===== src/rtl/pos_arith_pkg.sv =====
// rtl/pos_arith_pkg.sv - FSM state encodings and op constants for pos_addsub_seq (ST_NEG only with POS_ADDSUB_SEQ_ABS_EN)
package pos_arith_pkg;

    localparam logic OP_SUB = 1'b0;
    localparam logic OP_ADD = 1'b1;

`ifdef POS_ADDSUB_SEQ_ABS_EN
    typedef enum logic [1:0] {
        ST_IDLE = 2'd0,
        ST_RUN  = 2'd1,
        ST_DONE = 2'd2,
        ST_NEG  = 2'd3
    } state_t;
`else
    typedef enum logic [1:0] {
        ST_IDLE = 2'd0,
        ST_RUN  = 2'd1,
        ST_DONE = 2'd2
    } state_t;
`endif

    // A zero result width means "one bit wider than the left operand".
    function automatic int result_width(input int n_bits_l, input int n_bits);
        return (n_bits == 0) ? n_bits_l + 1 : n_bits;
    endfunction

endpackage


===== src/rtl/chunk_addsub.sv =====
// rtl/chunk_addsub.sv - combinational CHUNK-bit adder/subtractor; cout is carry (add) or borrow (sub)
module chunk_addsub
    import pos_arith_pkg::*;
#(
    parameter int CHUNK = 4
) (
    input  logic [CHUNK-1:0] a,
    input  logic [CHUNK-1:0] b,
    input  logic             op,
    input  logic             cin,
    output logic [CHUNK-1:0] s,
    output logic             cout
);

    logic [CHUNK:0] r;

    // Subtraction wraps below zero, so bit CHUNK is set exactly when a < b + cin.
    always_comb begin
        if (op == OP_ADD) begin
            r = {1'b0, a} + {1'b0, b} + {{CHUNK{1'b0}}, cin};
        end else begin
            r = {1'b0, a} - {1'b0, b} - {{CHUNK{1'b0}}, cin};
        end
    end

    assign s    = r[CHUNK-1:0];
    assign cout = r[CHUNK];

endmodule


===== src/rtl/pos_addsub_seq.sv =====
// rtl/pos_addsub_seq.sv - slice-serial unsigned add/sub; POS_ADDSUB_SEQ_ABS_EN adds magnitude output with neg flag
module pos_addsub_seq
    import pos_arith_pkg::*;
#(
    parameter int N_BITS_L = 8,
    parameter int N_BITS_R = 8,
    parameter int N_BITS   = 0,
    parameter int CHUNK    = 4,
    localparam int N_BITS_RESULT = result_width(N_BITS_L, N_BITS)
) (
    input  logic                     clk,
    input  logic                     rst,
    input  logic                     in_valid,
    output logic                     in_ready,
    input  logic                     op,
    input  logic [N_BITS_L-1:0]      a,
    input  logic [N_BITS_R-1:0]      b,
    output logic                     out_valid,
    input  logic                     out_ready,
`ifdef POS_ADDSUB_SEQ_ABS_EN
    output logic                     neg,
`endif
    output logic [N_BITS_RESULT-1:0] c
);

    localparam int NCH  = (N_BITS_RESULT + CHUNK - 1) / CHUNK;
    localparam int NPAD = NCH * CHUNK;
    localparam int CW   = (NCH > 1) ? $clog2(NCH) : 1;

    state_t          state, state_nxt;
    logic [NPAD-1:0] a_ext, b_ext;
    logic [NPAD-1:0] a_q, b_q, c_q;
    logic            op_q;
    logic            carry;
    logic [CW-1:0]   cnt;
    logic            out_valid_q;
    logic            last_slice;
    logic [CHUNK-1:0] add_a, add_b, add_s;
    logic            add_op, add_cout;
`ifdef POS_ADDSUB_SEQ_ABS_EN
    logic            neg_q;
`endif

    // Operands are zero-padded to a whole number of slices; padding bits never reach c.
    for (genvar i = 0; i < NPAD; i++) begin : g_ext
        if (i < N_BITS_L && i < N_BITS_RESULT) begin : g_a
            assign a_ext[i] = a[i];
        end else begin : g_a0
            assign a_ext[i] = 1'b0;
        end
        if (i < N_BITS_R && i < N_BITS_RESULT) begin : g_b
            assign b_ext[i] = b[i];
        end else begin : g_b0
            assign b_ext[i] = 1'b0;
        end
    end

    if (N_BITS_L > N_BITS_RESULT) begin : g_unused_a
        logic unused_a;
        assign unused_a = ^a[N_BITS_L-1:N_BITS_RESULT];
    end
    if (N_BITS_R > N_BITS_RESULT) begin : g_unused_b
        logic unused_b;
        assign unused_b = ^b[N_BITS_R-1:N_BITS_RESULT];
    end
    if (NPAD > N_BITS_RESULT) begin : g_unused_c
        logic unused_c_pad;
        assign unused_c_pad = ^c_q[NPAD-1:N_BITS_RESULT];
    end

    assign last_slice = (cnt == CW'(NCH - 1));

    // NEG reuses the slice adder to form ~c + 1 with the carry preset to 1.
    always_comb begin
        add_a  = a_q[int'(cnt) * CHUNK +: CHUNK];
        add_b  = b_q[int'(cnt) * CHUNK +: CHUNK];
        add_op = op_q;
`ifdef POS_ADDSUB_SEQ_ABS_EN
        if (state == ST_NEG) begin
            add_a  = ~c_q[int'(cnt) * CHUNK +: CHUNK];
            add_b  = '0;
            add_op = OP_ADD;
        end
`endif
    end

    chunk_addsub #(.CHUNK(CHUNK)) u_chunk (
        .a    (add_a),
        .b    (add_b),
        .op   (add_op),
        .cin  (carry),
        .s    (add_s),
        .cout (add_cout)
    );

    always_ff @(posedge clk or posedge rst) begin
        if (rst) begin
            state <= ST_IDLE;
        end else begin
            state <= state_nxt;
        end
    end

    always_comb begin
        state_nxt = state;
        case (state)
            ST_IDLE: if (in_valid) state_nxt = ST_RUN;
            ST_RUN: begin
                if (last_slice) begin
`ifdef POS_ADDSUB_SEQ_ABS_EN
                    if (op_q == OP_SUB && add_cout) state_nxt = ST_NEG;
                    else
`endif
                    state_nxt = ST_DONE;
                end
            end
`ifdef POS_ADDSUB_SEQ_ABS_EN
            ST_NEG: if (last_slice) state_nxt = ST_DONE;
`endif
            ST_DONE: if (out_valid_q && out_ready) state_nxt = ST_IDLE;
            default: state_nxt = ST_IDLE;
        endcase
    end

    // out_valid is registered, so it rises one cycle after DONE is entered.
    always_ff @(posedge clk or posedge rst) begin
        if (rst) begin
            a_q         <= '0;
            b_q         <= '0;
            op_q        <= OP_SUB;
            c_q         <= '0;
            carry       <= 1'b0;
            cnt         <= '0;
            out_valid_q <= 1'b0;
`ifdef POS_ADDSUB_SEQ_ABS_EN
            neg_q       <= 1'b0;
`endif
        end else begin
            case (state)
                ST_IDLE: begin
                    if (in_valid) begin
                        a_q   <= a_ext;
                        b_q   <= b_ext;
                        op_q  <= op;
                        carry <= 1'b0;
                        cnt   <= '0;
                    end
                end
`ifdef POS_ADDSUB_SEQ_ABS_EN
                ST_RUN, ST_NEG: begin
`else
                ST_RUN: begin
`endif
                    c_q[int'(cnt) * CHUNK +: CHUNK] <= add_s;
                    if (last_slice) begin
                        cnt <= '0;
`ifdef POS_ADDSUB_SEQ_ABS_EN
                        carry <= (state == ST_RUN) && (state_nxt == ST_NEG);
                        if (state == ST_RUN) neg_q <= (state_nxt == ST_NEG);
`else
                        carry <= 1'b0;
`endif
                    end else begin
                        cnt   <= cnt + 1'b1;
                        carry <= add_cout;
                    end
                end
                ST_DONE: begin
                    if (out_valid_q && out_ready) out_valid_q <= 1'b0;
                    else                          out_valid_q <= 1'b1;
                end
                default: ;
            endcase
        end
    end

    assign in_ready  = (state == ST_IDLE);
    assign out_valid = out_valid_q;
    assign c         = c_q[N_BITS_RESULT-1:0];
`ifdef POS_ADDSUB_SEQ_ABS_EN
    assign neg       = neg_q;
`endif

endmodule


===== config.mk =====
export PLATFORM = sky130hd
export DESIGN_NAME = pos_addsub_seq
export DESIGN_NICKNAME = d
export VERILOG_FILES = /design/src/rtl/pos_arith_pkg.sv /design/src/rtl/chunk_addsub.sv /design/src/rtl/pos_addsub_seq.sv
export SDC_FILE = /design/constraint.sdc
export NUM_CORES = 1
export LEC_CHECK = 0
export BUFFER_PORTS_ARGS = -buffer_cell sky130_fd_sc_hd__buf_2
export CAP_MARGIN = 5
export CELL_PAD_IN_SITES_DETAIL_PLACEMENT = 0
export CELL_PAD_IN_SITES_GLOBAL_PLACEMENT = 1
export CORE_AREA = 5 5 69 71
export DETAILED_ROUTE_END_ITERATION = 10
export DIE_AREA = 0 0 74 76
export PLACE_DENSITY = 0.76
export SYNTH_ARGS = -nofsm -noshare
export SYNTH_HDL_FRONTEND = slang
export SYNTH_SLANG_ARGS = --single-unit

===== constraint.sdc =====
create_clock -name clk -period 4.8 [get_ports clk]
set_input_delay 0.24 -clock clk [delete_from_list [all_inputs] [get_ports clk]]
set_output_delay 0.24 -clock clk [all_outputs]
set_load 0.02 [all_outputs]

# Yosys cells after proc, flatten, opt, wreduce, memory -nomap -nowiden
# Index checks and enable logic that the tools add are counted.
dict set report op_classes {
  add_sub_neg 6
  n_eq_ne 6
  reduce_logical 6
  shifts 4
  muxes 13
}
# operator n
set ops {}
lappend ops {{negator 4 -> 33 bit} 1}
lappend ops {{variable shift 4 x 33 -> 12 bit (first input constant)} 1}
lappend ops {{indexed part select 4 x 33 -> 12 bit} 1}
lappend ops {{indexed part select 12 x 5 -> 4 bit} 2}
lappend ops {{bitwise mux 12 bit} 1}
lappend ops {{two-way mux 2 bit} 5}
lappend ops {{!= test 2 bit (second input constant)} 3}
lappend ops {{case mux 2 bit (3 select lines)} 1}
lappend ops {{adder 4 x 4 -> 5 bit} 1}
lappend ops {{adder 5 x 1 -> 5 bit} 1}
lappend ops {{two-way mux 5 bit} 1}
lappend ops {{subtractor 4 x 4 -> 5 bit} 1}
lappend ops {{subtractor 5 x 1 -> 5 bit} 1}
lappend ops {{== test 2 bit (second input constant)} 2}
lappend ops {{case mux 2 bit (2 select lines)} 1}
lappend ops {{AND reduction 2 bit} 2}
lappend ops {{two-way mux 1 bit} 3}
lappend ops {{AND reduction 3 bit} 1}
lappend ops {{adder 2 x 1 -> 2 bit (second input constant)} 1}
lappend ops {{== test 2 x 1 -> 1 bit (second input constant)} 1}
lappend ops {{zero test 2 bit} 1}
lappend ops {{case mux 1 bit (2 select lines)} 1}
lappend ops {{nonzero test 2 bit} 1}
lappend ops {{logical AND 1 bit} 1}
dict set report totals {
  register_bits 35
  output_inout_bits 11
  elab_cells 43
}

# Logic depth before layout (Yosys ltp)
# Gate-level depths: netlist (run 1).
dict set report depth {
  ltp_word 6
  ltp_mapped 12
  mapped_depth_nobuf 11
}

# Hierarchy
# A second synthesis (run 1) with hierarchy kept.
dict set report unflattened {
  hier_cells 165
  hier_area_um2 1949.4
}
# module n_inst cells_per_inst area_per_inst_um2
set by_module_without_submodules {}
lappend by_module_without_submodules {pos_addsub_seq 1 126 1605.3}
lappend by_module_without_submodules {chunk_addsub 1 39 344.1}

# Worst setup path after synthesis (run 1)
# OpenSTA, ideal clock, no wires.
dict set report synth_path {
  kind {register to register}
  startpoint {register cnt[0]}
  endpoint {register carry}
  slack_ns 2.222
  setup_ns 0.122
  path_buffers 1
  required_ns 4.678
  arrival_time_ns 2.457
  stages_incl_launch_ff 13
  cell_sequence {dfrtp_1 -> buf_2 -> mux2i_1 -> or2_2 -> inv_1 -> fa_1 -> inv_1 -> fa_1 -> nand2b_1 -> a21oi_1 -> xnor2_1 -> o21ai_0 -> a32o_1}
}
dict set report synth_via {
  elab_chain_cells 6
}
# item line
set synth_rtl {}
lappend synth_rtl {{start, declared} pos_addsub_seq.sv:35} ;# logic [CW-1:0] cnt;
lappend synth_rtl {{start signal, assigned} pos_addsub_seq.sv:164} ;# cnt <= cnt + 1'b1;
lappend synth_rtl {{indexed part select 12 x 5 -> 4 bit (on tied branches)} {pos_addsub_seq.sv:75, pos_addsub_seq.sv:76}}
lappend synth_rtl {{subtractor 4 x 4 -> 5 bit / adder 4 x 4 -> 5 bit (equally long branches)} {chunk_addsub.sv:22, chunk_addsub.sv:20}}
lappend synth_rtl {{subtractor 5 x 1 -> 5 bit / adder 5 x 1 -> 5 bit (equally long branches)} {chunk_addsub.sv:22, chunk_addsub.sv:20}}
lappend synth_rtl {{two-way mux 5 bit} chunk_addsub.sv:19} ;# if (op == OP_ADD) begin
lappend synth_rtl {{two-way mux 1 bit *} pos_addsub_seq.sv:155} ;# if (last_slice) begin
lappend synth_rtl {{case mux 1 bit (2 select lines) *} pos_addsub_seq.sv:139} ;# case (state)
lappend synth_rtl {{end signal, assigned} pos_addsub_seq.sv:165} ;# carry <= add_cout;
lappend synth_rtl {{end, declared} pos_addsub_seq.sv:34} ;# logic carry;
# Every way passes the cells marked *; elsewhere a longest branch is shown, timed or not.
# A chain may end at the register's enable or synchronous reset.

# Final worst setup path (run 1)
# Ends and elaborated chain as after synthesis.

==> flow_summary.toml, run 1 <==
[synth]
synth_top_area_frac = 0.449
ys.flop_type = "dfrtp_1"
async_flop_share = 1.00
synth_edf_count = 0
synth.distinct_cells = 30
netlist_area_um2 = 1780
yosys_warnings = 0
post-synth-top-count-cell = "dfrtp_1"
ys_ff_latch = 32
ys_seq_area_frac = 0.449
yosysTopAreaCell = "dfrtp_1"
syn_avg_cell_area_um2 = 11.0
syn-instance-count = 162
synth.top_cells.by_count = "dfrtp_1, mux2_2, nand2_1, inv_1, ha_1"
synth_nets = 199
synth_area_leaders = "dfrtp_1, mux2_2, ha_1, mux2i_1, fa_1"

[cts]
cts_sinks = 32
cts_max_path_buffers = 2
numCtsBuffers = 5
h-tree-depth = 2
cts_resized = 0
holdBufCountCts = 0
cts_tree = "yes"
clock_latency_ns = 0.28
postCtsSetupBuffers = 0
root_buffer = "clkbuf_8"
clk_pin_slew_ns = 0.07

[finish]
area_growth_pct = 16.2
layout-drive-gt1-share = 0.316
final_core_util = 0.497
num-fill-cells = 410
diodes = 0
nets = 232

[timing]
fin_skew_ns = 0.00674
drv_slew = 0
min_period_ns = 2.84
fmax_mhz = 353
rsz0062_at_grt = "false"
setup_ws_ns = 1.96
setup_violations = 0
post-route-period-util = 0.591
tns_ns = 0
tightest_slew_ns = 0.744
relSlewSlack = 0.504
hold_ws_ns = 0.0271
hold_viol = 0

[grt]
grt_remaining_overflow = 0
grt_max_degree = 33
grt_usage = 0.138
grt_pass1_wl_um = 6070
grt_pass1_vias = 1334
antenna_found_initial = 0

[critical_path]
critical_path_buf_inv_count = 2
cp.required_ns = 4.97
rrSetupSlack_ns = 1.96
arrival_ns = 3.00
slowest_delay_ns = 0.71
crit_cells = 11
crit_path_start_kind = "flip-flop"
worstSetupPathType = "reg -> reg"
r2r_start = "cnt[0]$_DFFE_PP0P_"
crit_slowest_cell = "dfrtp_1"
critical-path-top-delay-family = "flip-flops"
end_kind = "flip-flop"
r2r_cells = 11
r2r_end = "carry$_DFFE_PP0P_"
crit_end = "carry$_DFFE_PP0P_"
path_cells = "mux2i_1 > or2_2 > inv_1 > fa_1 > inv_1 > fa_1 > nand2b_1 > a21oi_1 > xnor2_1 > o21ai_0 > a32o_1"
worstSetupStartpoint = "cnt[0]$_DFFE_PP0P_"
critical_path_peak_fanout = 14

[die]
die_x_um = 74
num_rows = 24
die_h_um = 76
start_util = 0.427
core_um2 = 4170
io_pins = 32
die_area_um2 = 5620

[drt]
vias_per_cell = 4.88
dr.first_iter.drc_count = 41
postRouteAntennaNets = 0
wl_met1_um = 1410
wl_met3_um = 218
post-route-drc-count = 0
wl_met2_um = 1670
wl_per_cell_um = 13.5
finalWirelength_um = 3340
top_layer_used = "met4"
vias = 1210
firstDrtPassIters = 4

[power]
swShare = 0.425
pwr-share-clk = 0.125
power.leakage_nw = 1.04
total_power_mw = 1.67
max-vdd-ir-drop_mv = 0.397
combPwrFrac = 0.573
p_int_uw = 959
powerDensity_nw_per_um2 = 805
p_seq_frac = 0.302
p_sw_uw = 710

[run]
cap_violations = 0

[min_path]
min_path_type = "in -> async"

[run_status]
status = "finished clean"

[place]
dp_hpwl_um = 2690
numPortBuffers = 31
gp_congestion = 0.796
pre_cts_slack_ns = 1.96
state kept, by name, indices dropped and copies added (netlist names):
register,cells
b_q,8
carry,1
add_op,1
cnt,2
c_q,9
state,2
out_valid,1
a_q,8
worst reg2reg max path: stages (launching register included):
cell and delay (ns):
dfrtp_1 0.71, mux2i_1 0.14, or2_2 0.32, inv_1 0.08, fa_1 0.16, inv_1 0.07
fa_1 0.40, nand2b_1 0.15, a21oi_1 0.17, xnor2_1 0.12, o21ai_0 0.10, a32o_1 0.29
per-layer routing:
| layer | global-route usage | vias to the layer above |
|---|---|---|
| met5 | 0 | - |
| met4 | 0.0417 | 0 |
| met3 | 0.0501 | 7 |
| met2 | 0.227 | 33 |
| met1 | 0.167 | 567 |
| li1 | - | 603 |
cell usage in the layout, fill, tap and decap left out, types with 3 or more instances in the layout:
master    Yosys  routed
buf_2         2      31
clkbuf_8      0       6
dfrtp_1      32      32
fa_1          4       4
ha_1         12      12
inv_1        16      16
mux2_2       19      19
mux2i_1      10      10
nand2_1      17      17
nor2_1        8       8
nor2b_1       5       5
o21ai_0       9       9
or2_2         4       4
xnor2_1       3       3
logic make-up (layout without fill, tap and decap cells):
logic type,Yosys count,in the layout,synth area share
AO/OA/AOI/OAI,19,19,0.0715
buffers and inverters,22,56,0.0498
flip-flops,32,32,0.449
multiplexers,29,29,0.176
XOR/XNOR,4,4,0.0196
AND/OR/NAND/NOR,40,40,0.105
adder cells (fa/ha/maj),16,16,0.129
through the flow:
step	instances	cell area (µm²)
2_1_floorplan	162	1780
3_3_place_gp	240	1980
3_5_place_dp	240	1980
4_1_cts	248	2070
5_1_grt	248	2070
6_report	248	2070
area by class of cell:
cell class | instances | area [µm²] | area share
inverter | 16 | 60.1 | 0.0290
sequential | 32 | 801 | 0.386
multi-input combinational | 108 | 895 | 0.432
tap | 52 | 65.1 | 0.0314
timing repair buffer | 32 | 163 | 0.0785
clock buffer | 8 | 90.1 | 0.0435
worst min-delay path by stage:
| stage | startpoint | end | slack [ns] |
|---|---|---|---|
| final | rst | state[0]$_DFFE_PP0P_ | 0.03 |
| after global routing | rst | state[0]$_DFFE_PP0P_ | 0.08 |
| after CTS | rst | state[1]$_DFFE_PP0P_ | 0.04 |
| after detailed placement | rst | b_q[5]$_DFFE_PP0P_ | 0.35 |
| after global placement | rst | b_q[5]$_DFFE_PP0P_ | 0.33 |
| after floorplan | rst | a_q[0]$_DFFE_PP0P_ | 0.36 |
power groups by stage:
stage	logic, mW	registers (mW)	clock network (mW)
3_3_place_gp	0.938	0.503	0
4_1_cts	0.975	0.510	0.217
5_1_grt	1.11	0.528	0.229
3_5_place_dp	0.974	0.515	0
2_1_floorplan	0.753	0.505	0
6_report	0.955	0.504	0.209
Note: power is estimated with default switching activity, not from simulation.
==> run 2, diff against run 1 <==
--- a/config.mk
+++ b/config.mk
@@ -5,14 +5,15 @@
 export SDC_FILE = /design/constraint.sdc
 export NUM_CORES = 1
 export LEC_CHECK = 0
+export ABC_AREA = 1
 export BUFFER_PORTS_ARGS = -buffer_cell sky130_fd_sc_hd__buf_2
 export CAP_MARGIN = 5
 export CELL_PAD_IN_SITES_DETAIL_PLACEMENT = 0
 export CELL_PAD_IN_SITES_GLOBAL_PLACEMENT = 1
-export CORE_AREA = 5 5 69 71
+export CORE_AREA = 5 5 76 78
 export DETAILED_ROUTE_END_ITERATION = 10
-export DIE_AREA = 0 0 74 76
-export PLACE_DENSITY = 0.76
+export DIE_AREA = 0 0 81 83
+export PLACE_DENSITY = 0.7
 export SYNTH_ARGS = -nofsm -noshare
 export SYNTH_HDL_FRONTEND = slang
 export SYNTH_SLANG_ARGS = --single-unit
==> constraint.sdc (replaced) <==
create_clock -name clk -period 2.4 [get_ports clk]
set_input_delay 0.12 -clock clk [delete_from_list [all_inputs] [get_ports clk]]
set_output_delay 0.12 -clock clk [all_outputs]
set_load 0.02 [all_outputs]
==> flow_summary.toml, run 2 <==
[place]
numPortBuffers = 31
dp_cells = 291
dp_hpwl_um = 2840
gp_congestion = 0.869

[critical_path]
path_cells = "inv_1 > nor2_1 > nor3_2 > inv_1 > fa_1 > inv_1 > fa_1 > mux2i_1 > o21ai_0"
critical_path_peak_fanout = 6
worstSetupPathType = "reg -> reg"
slowest_delay_ns = 0.41
cp.required_ns = 2.57
arrival_ns = 2.41
crit_path_start_kind = "flip-flop"
end_kind = "flip-flop"
cpMostUsedCell = "inv_1"
crit_slowest_cell = "fa_1"

[power]
combPwrFrac = 0.614
powerDensity_nw_per_um2 = 1620
p_int_mw = 1.98
pwr-share-clk = 0.119
max-vdd-ir-drop_mv = 0.672
total_power_mw = 3.63
swShare = 0.453
p_sw_mw = 1.64
p_seq_frac = 0.267
power.leakage_nw = 1.21

[timing]
min_period_ns = 2.24
setup_violations = 0
fmax_mhz = 446
fin_skew_ns = 0.00412
relSlewSlack = 0.605
drv_slew = 0
rsz0062_at_grt = "true"
tightest_slew_ns = 0.590
hold_viol = 0
post-route-period-util = 0.933

[cts]
cts_max_path_buffers = 2
clk_pin_slew_ns = 0.07
cts_tree = "yes"
h-tree-depth = 2
root_buffer = "clkbuf_8"
cts_sinks = 32
numCtsBuffers = 5
clock_latency_ns = 0.29

[drt]
postRouteAntennaNets = 0
top_layer_used = "met4"
post-route-drc-count = 0
wl_met2_um = 1640
firstDrtPassIters = 4
dr.first_iter.drc_count = 60
wl_per_cell_um = 12.3
vias_per_cell = 4.46
finalWirelength_um = 3680
wl_met3_um = 198
wl_met1_um = 1770
vias = 1338

[finish]
mostFrequentLayoutCell = "dfrtp_1"
area_growth_pct = 19.4
largest_register = "c_q"
nets = 266
num-fill-cells = 533
largest_reg_flops = 9
layout-drive-gt1-share = 0.322
layout_common_cells = "dfrtp_1, buf_2, nand2_1, inv_1, nor2_1"
top_regs = "c_q: 9 flops, a_q: 8 flops, b_q: 8 flops"
diodes = 0
finalNonFillerCells = 300

[synth]
yosysTopAreaCell = "dfrtp_1"
ys.flop_type = "dfrtp_1"
synth_top_area_frac = 0.427
ys_seq_area_frac = 0.427
synth_area_leaders = "dfrtp_1, mux2_4, ha_1, nand2_1, fa_1"
syn_avg_cell_area_um2 = 9.98
ys_ff_latch = 32
async_flop_share = 1.00
synth_edf_count = 0
netlist_area_um2 = 1880
synth_nets = 225
syn-instance-count = 188
synth.top_cells.by_count = "dfrtp_1, nand2_1, inv_1, nor2_1, mux2_4"
post-synth-top-count-cell = "dfrtp_1"
yosys_warnings = 0
synth.distinct_cells = 24

[grt]
grt_remaining_overflow = 0
antenna_found_initial = 0
grt_pass1_wl_um = 6580
grt_max_degree = 33
grt_pass1_vias = 1396
grt_usage = 0.127

[die]
start_util = 0.375
die_area_um2 = 6720
die_x_um = 81
core_um2 = 5010
num_rows = 26
io_pins = 32
die_h_um = 83

[run]
cap_violations = 0

[min_path]
min_path_type = "in -> reg"

[run_status]
status = "finished clean"
[run 2: cell type report]
cell class              instances  area, µm²  share of cell area
repair buffers                 39        218              0.0972
clock inverters                 2       10.0             0.00447
flip-flops and latches         32        801               0.357
multi-input cells             126        948               0.423
well taps                      70       87.6              0.0391
clock buffers                   6       82.6              0.0369
inverters                      25       93.8              0.0419
[run 2: power groups by stage]
stage               combinational [mW]  sequential [mW]  clock, mW
detailed placement                2.22            0.979          0
CTS                               2.23            0.972      0.452
finish                            2.23            0.969      0.432
global placement                  2.20            0.977          0
global route                      2.55             1.01      0.477
floorplan                         1.66             1.01          0
[run 2: cell families after synthesis]
kind of cell / share of synthesized area
fa+ha+maj: 0.123
mux: 0.133
buf+inv: 0.0733
flops: 0.427
compound gates: 0.0660
simple gates: 0.173
xor+xnor: 0.00467
[run 2: through the flow]
stage | util | area [µm²] | hold slack [ns] | setup slack [ns] | TNS [ns]
2_1_floorplan | - | 1880 | 0.236 | 0.120 | 0
3_3_place_gp | 0.425 | 2130 | 0.222 | 0.136 | 0
3_5_place_dp | 0.425 | 2130 | 0.227 | 0.0410 | 0
4_1_cts | 0.445 | 2230 | 0.0452 | 0.0185 | 0
5_1_grt | 0.447 | 2240 | 0.0481 | -0.0353 | -0.0647
6_report | 0.447 | 2240 | 0.0583 | 0.160 | 0
[run 2: repair_timing]
action / 4_1_cts / 5_1_grt
hold endpoints to repair: 32 / 0
resized for setup: 0 / 3
setup buffers: 0 / 0
endpoints found under the setup margin: 0 / 5
hold buffers: 1 / 0
[run 2: per-layer routing]
metal / vias to the layer above / GRT usage
met4: 0 / 0.0599
met3: 7 / 0.0335
met1: 611 / 0.171
met5: - / 0
li1: 694 / -
met2: 26 / 0.188
[run 2: path summary, 6_finish.rpt]
path | start | end | slack, ns | cells after the start
hold / removal | b[4] | b_q[4]$_DFFE_PP0P_ | 0.06 | 2
setup / recovery | cnt[0]$_DFFE_PP0P_ | c_q[5]$_DFFE_PP0P_ | 0.16 | 9
min in group asynchronous | rst | state[1]$_DFFE_PP0P_ | 0.45 | 4
setup reg to reg | cnt[0]$_DFFE_PP0P_ | c_q[5]$_DFFE_PP0P_ | 0.16 | 9
max in group asynchronous | rst | b_q[1]$_DFFE_PP0P_ | 1.66 | 4
hold reg to reg | c_q[7]$_DFFE_PP0P_ | c_q[7]$_DFFE_PP0P_ | 0.48 | 2
[run 2: worst max-delay path, delay by kind of cell (launching register included)]
kind,cells,cell delay [ns]
buf+inv,3,0.34
flops,1,0.40
mux,1,0.19
simple gates,2,0.27
fa+ha+maj,2,0.79
compound gates,1,0.12
==> run 3, diff against run 2 <==
--- a/config.mk
+++ b/config.mk
@@ -14,6 +14,7 @@
 export DETAILED_ROUTE_END_ITERATION = 10
 export DIE_AREA = 0 0 81 83
 export PLACE_DENSITY = 0.7
+export RECOVER_POWER = 100
 export SYNTH_ARGS = -nofsm -noshare
 export SYNTH_HDL_FRONTEND = slang
 export SYNTH_SLANG_ARGS = --single-unit
==> flow_summary.toml, run 3 (same netlist as run 2, synthesis figures left out) <==
[run_status]
status = "finished clean"

[grt]
grt_max_degree = 33
antenna_found_initial = 0
grt_usage = 0.127
grt_pass1_wl_um = 6580
grt_pass1_vias = 1396
grt_remaining_overflow = 0

[finish]
num-fill-cells = 544
largest_reg_flops = 9
mostFrequentLayoutCell = "dfrtp_1"
final_core_util = 0.431
top_regs = "c_q: 9 flops, a_q: 8 flops, b_q: 8 flops"
diodes = 0
layout-drive-gt1-share = 0.200
nets = 266
area_growth_pct = 15.1
final_area_um2 = 2160
layout_common_cells = "dfrtp_1, nand2_1, inv_1, buf_2, nor2_1"
largest_register = "c_q"

[place]
dp_hpwl_um = 2840
place_area_um2 = 2130
numPortBuffers = 31
gp_congestion = 0.869

[critical_path]
worstSetupPathType = "reg -> reg"
cp.required_ns = 2.57
arrival_ns = 2.40
crit_path_start_kind = "flip-flop"
critical_path_peak_fanout = 6
end_kind = "flip-flop"

[cts]
cts_max_path_buffers = 2
cts_sinks = 32
cts_tree = "yes"
postCtsSetupBuffers = 0
h-tree-depth = 2
numCtsBuffers = 5
clock_latency_ns = 0.29
clk_pin_slew_ns = 0.07
root_buffer = "clkbuf_8"

[min_path]
min_path_type = "in -> reg"

[drt]
post-route-drc-count = 0
firstDrtPassIters = 4
finalWirelength_um = 3680
vias_per_cell = 4.42
wl_per_cell_um = 12.3
vias = 1326
dr.first_iter.drc_count = 57
postRouteAntennaNets = 0

[power]
power.leakage_nw = 1.09
powerDensity_nw_per_um2 = 1590
max-vdd-ir-drop_mv = 0.638

[die]
io_pins = 32
core_um2 = 5010
num_rows = 26
die_x_um = 81
die_area_um2 = 6720
die_h_um = 83
start_util = 0.375

[timing]
tightest_slew_ns = 0.781
fmax_mhz = 447
min_period_ns = 2.24
drv_slew = 0
rsz0062_at_grt = "true"
setup_violations = 0
relSlewSlack = 0.479
post-route-period-util = 0.932
fin_skew_ns = 0.00573
hold_viol = 0

[run]
cap_violations = 0
## run 3: changes by cell type in the layout (fill, tap and decap cells not counted), sizes merged
cell / change
buf: -11
clkbuf: +11
## run 3: worst max-delay path, stage by stage, from the launching register on
cell,delay (ns)
dfrtp_1,0.40
inv_1,0.15
nor2_1,0.07
nor3_2,0.20
inv_1,0.10
fa_1,0.38
inv_1,0.09
fa_1,0.41
mux2i_1,0.19
o21ai_0,0.12
## run 3: final timing paths
kind	from	endpoint	slack, ns	cells after the start
min reg2reg	c_q[7]$_DFFE_PP0P_	c_q[7]$_DFFE_PP0P_	0.48	2
min in group asynchronous	rst	a_q[4]$_DFFE_PP0P_	0.59	4
min	a[5]	a_q[5]$_DFFE_PP0P_	0.04	2
max in group asynchronous	rst	b_q[1]$_DFFE_PP0P_	1.32	4
max	cnt[0]$_DFFE_PP0P_	c_q[5]$_DFFE_PP0P_	0.16	9
max reg2reg	cnt[0]$_DFFE_PP0P_	c_q[5]$_DFFE_PP0P_	0.16	9
## run 3: final cells by class
class | count | area, µm² | area share
multi-input combinational | 126 | 883 | 0.409
sequential | 32 | 801 | 0.371
tap | 70 | 87.6 | 0.0405
clock inverter | 2 | 10.0 | 0.00463
timing repair buffer | 39 | 203 | 0.0938
clock buffer | 6 | 82.6 | 0.0382
inverter | 25 | 93.8 | 0.0434
## run 3: what timing repair did
action	in CTS	in global routing
endpoints found under the setup margin	0	5
hold buffers	1	0
hold endpoints to repair	32	0
gates resized for setup	0	3
## run 3: where the power goes
part	internal, mW	leakage, nW	switching (mW)
Sequential	0.793	0.398	0.169
Clock	0.228	0.0510	0.200
Combinational	0.805	0.638	1.25
Total	1.83	1.09	1.62
## run 3: stage by stage
step / TNS [ns] / setup WS (ns) / cells / power [mW] / hold slack (ns)
floorplan: 0 / 0.120 / 188 / 2.67 / 0.236
global placement: 0 / 0.136 / 291 / 3.18 / 0.222
detailed placement: 0 / 0.0410 / 291 / 3.20 / 0.227
CTS: 0 / 0.0185 / 300 / 3.66 / 0.0452
global route: -0.0647 / -0.0354 / 300 / 3.86 / 0.0291
finish: 0 / 0.164 / 300 / 3.45 / 0.0379
## run 3: metal layers
layer	wire, µm	part of all wire	vias to the layer above	GRT usage
met5	0	0	-	0
met4	65	0.018	0	0.0599
met3	203	0.055	7	0.0335
met2	1620	0.44	28	0.188
met1	1800	0.49	596	0.171
li1	-	-	695	-
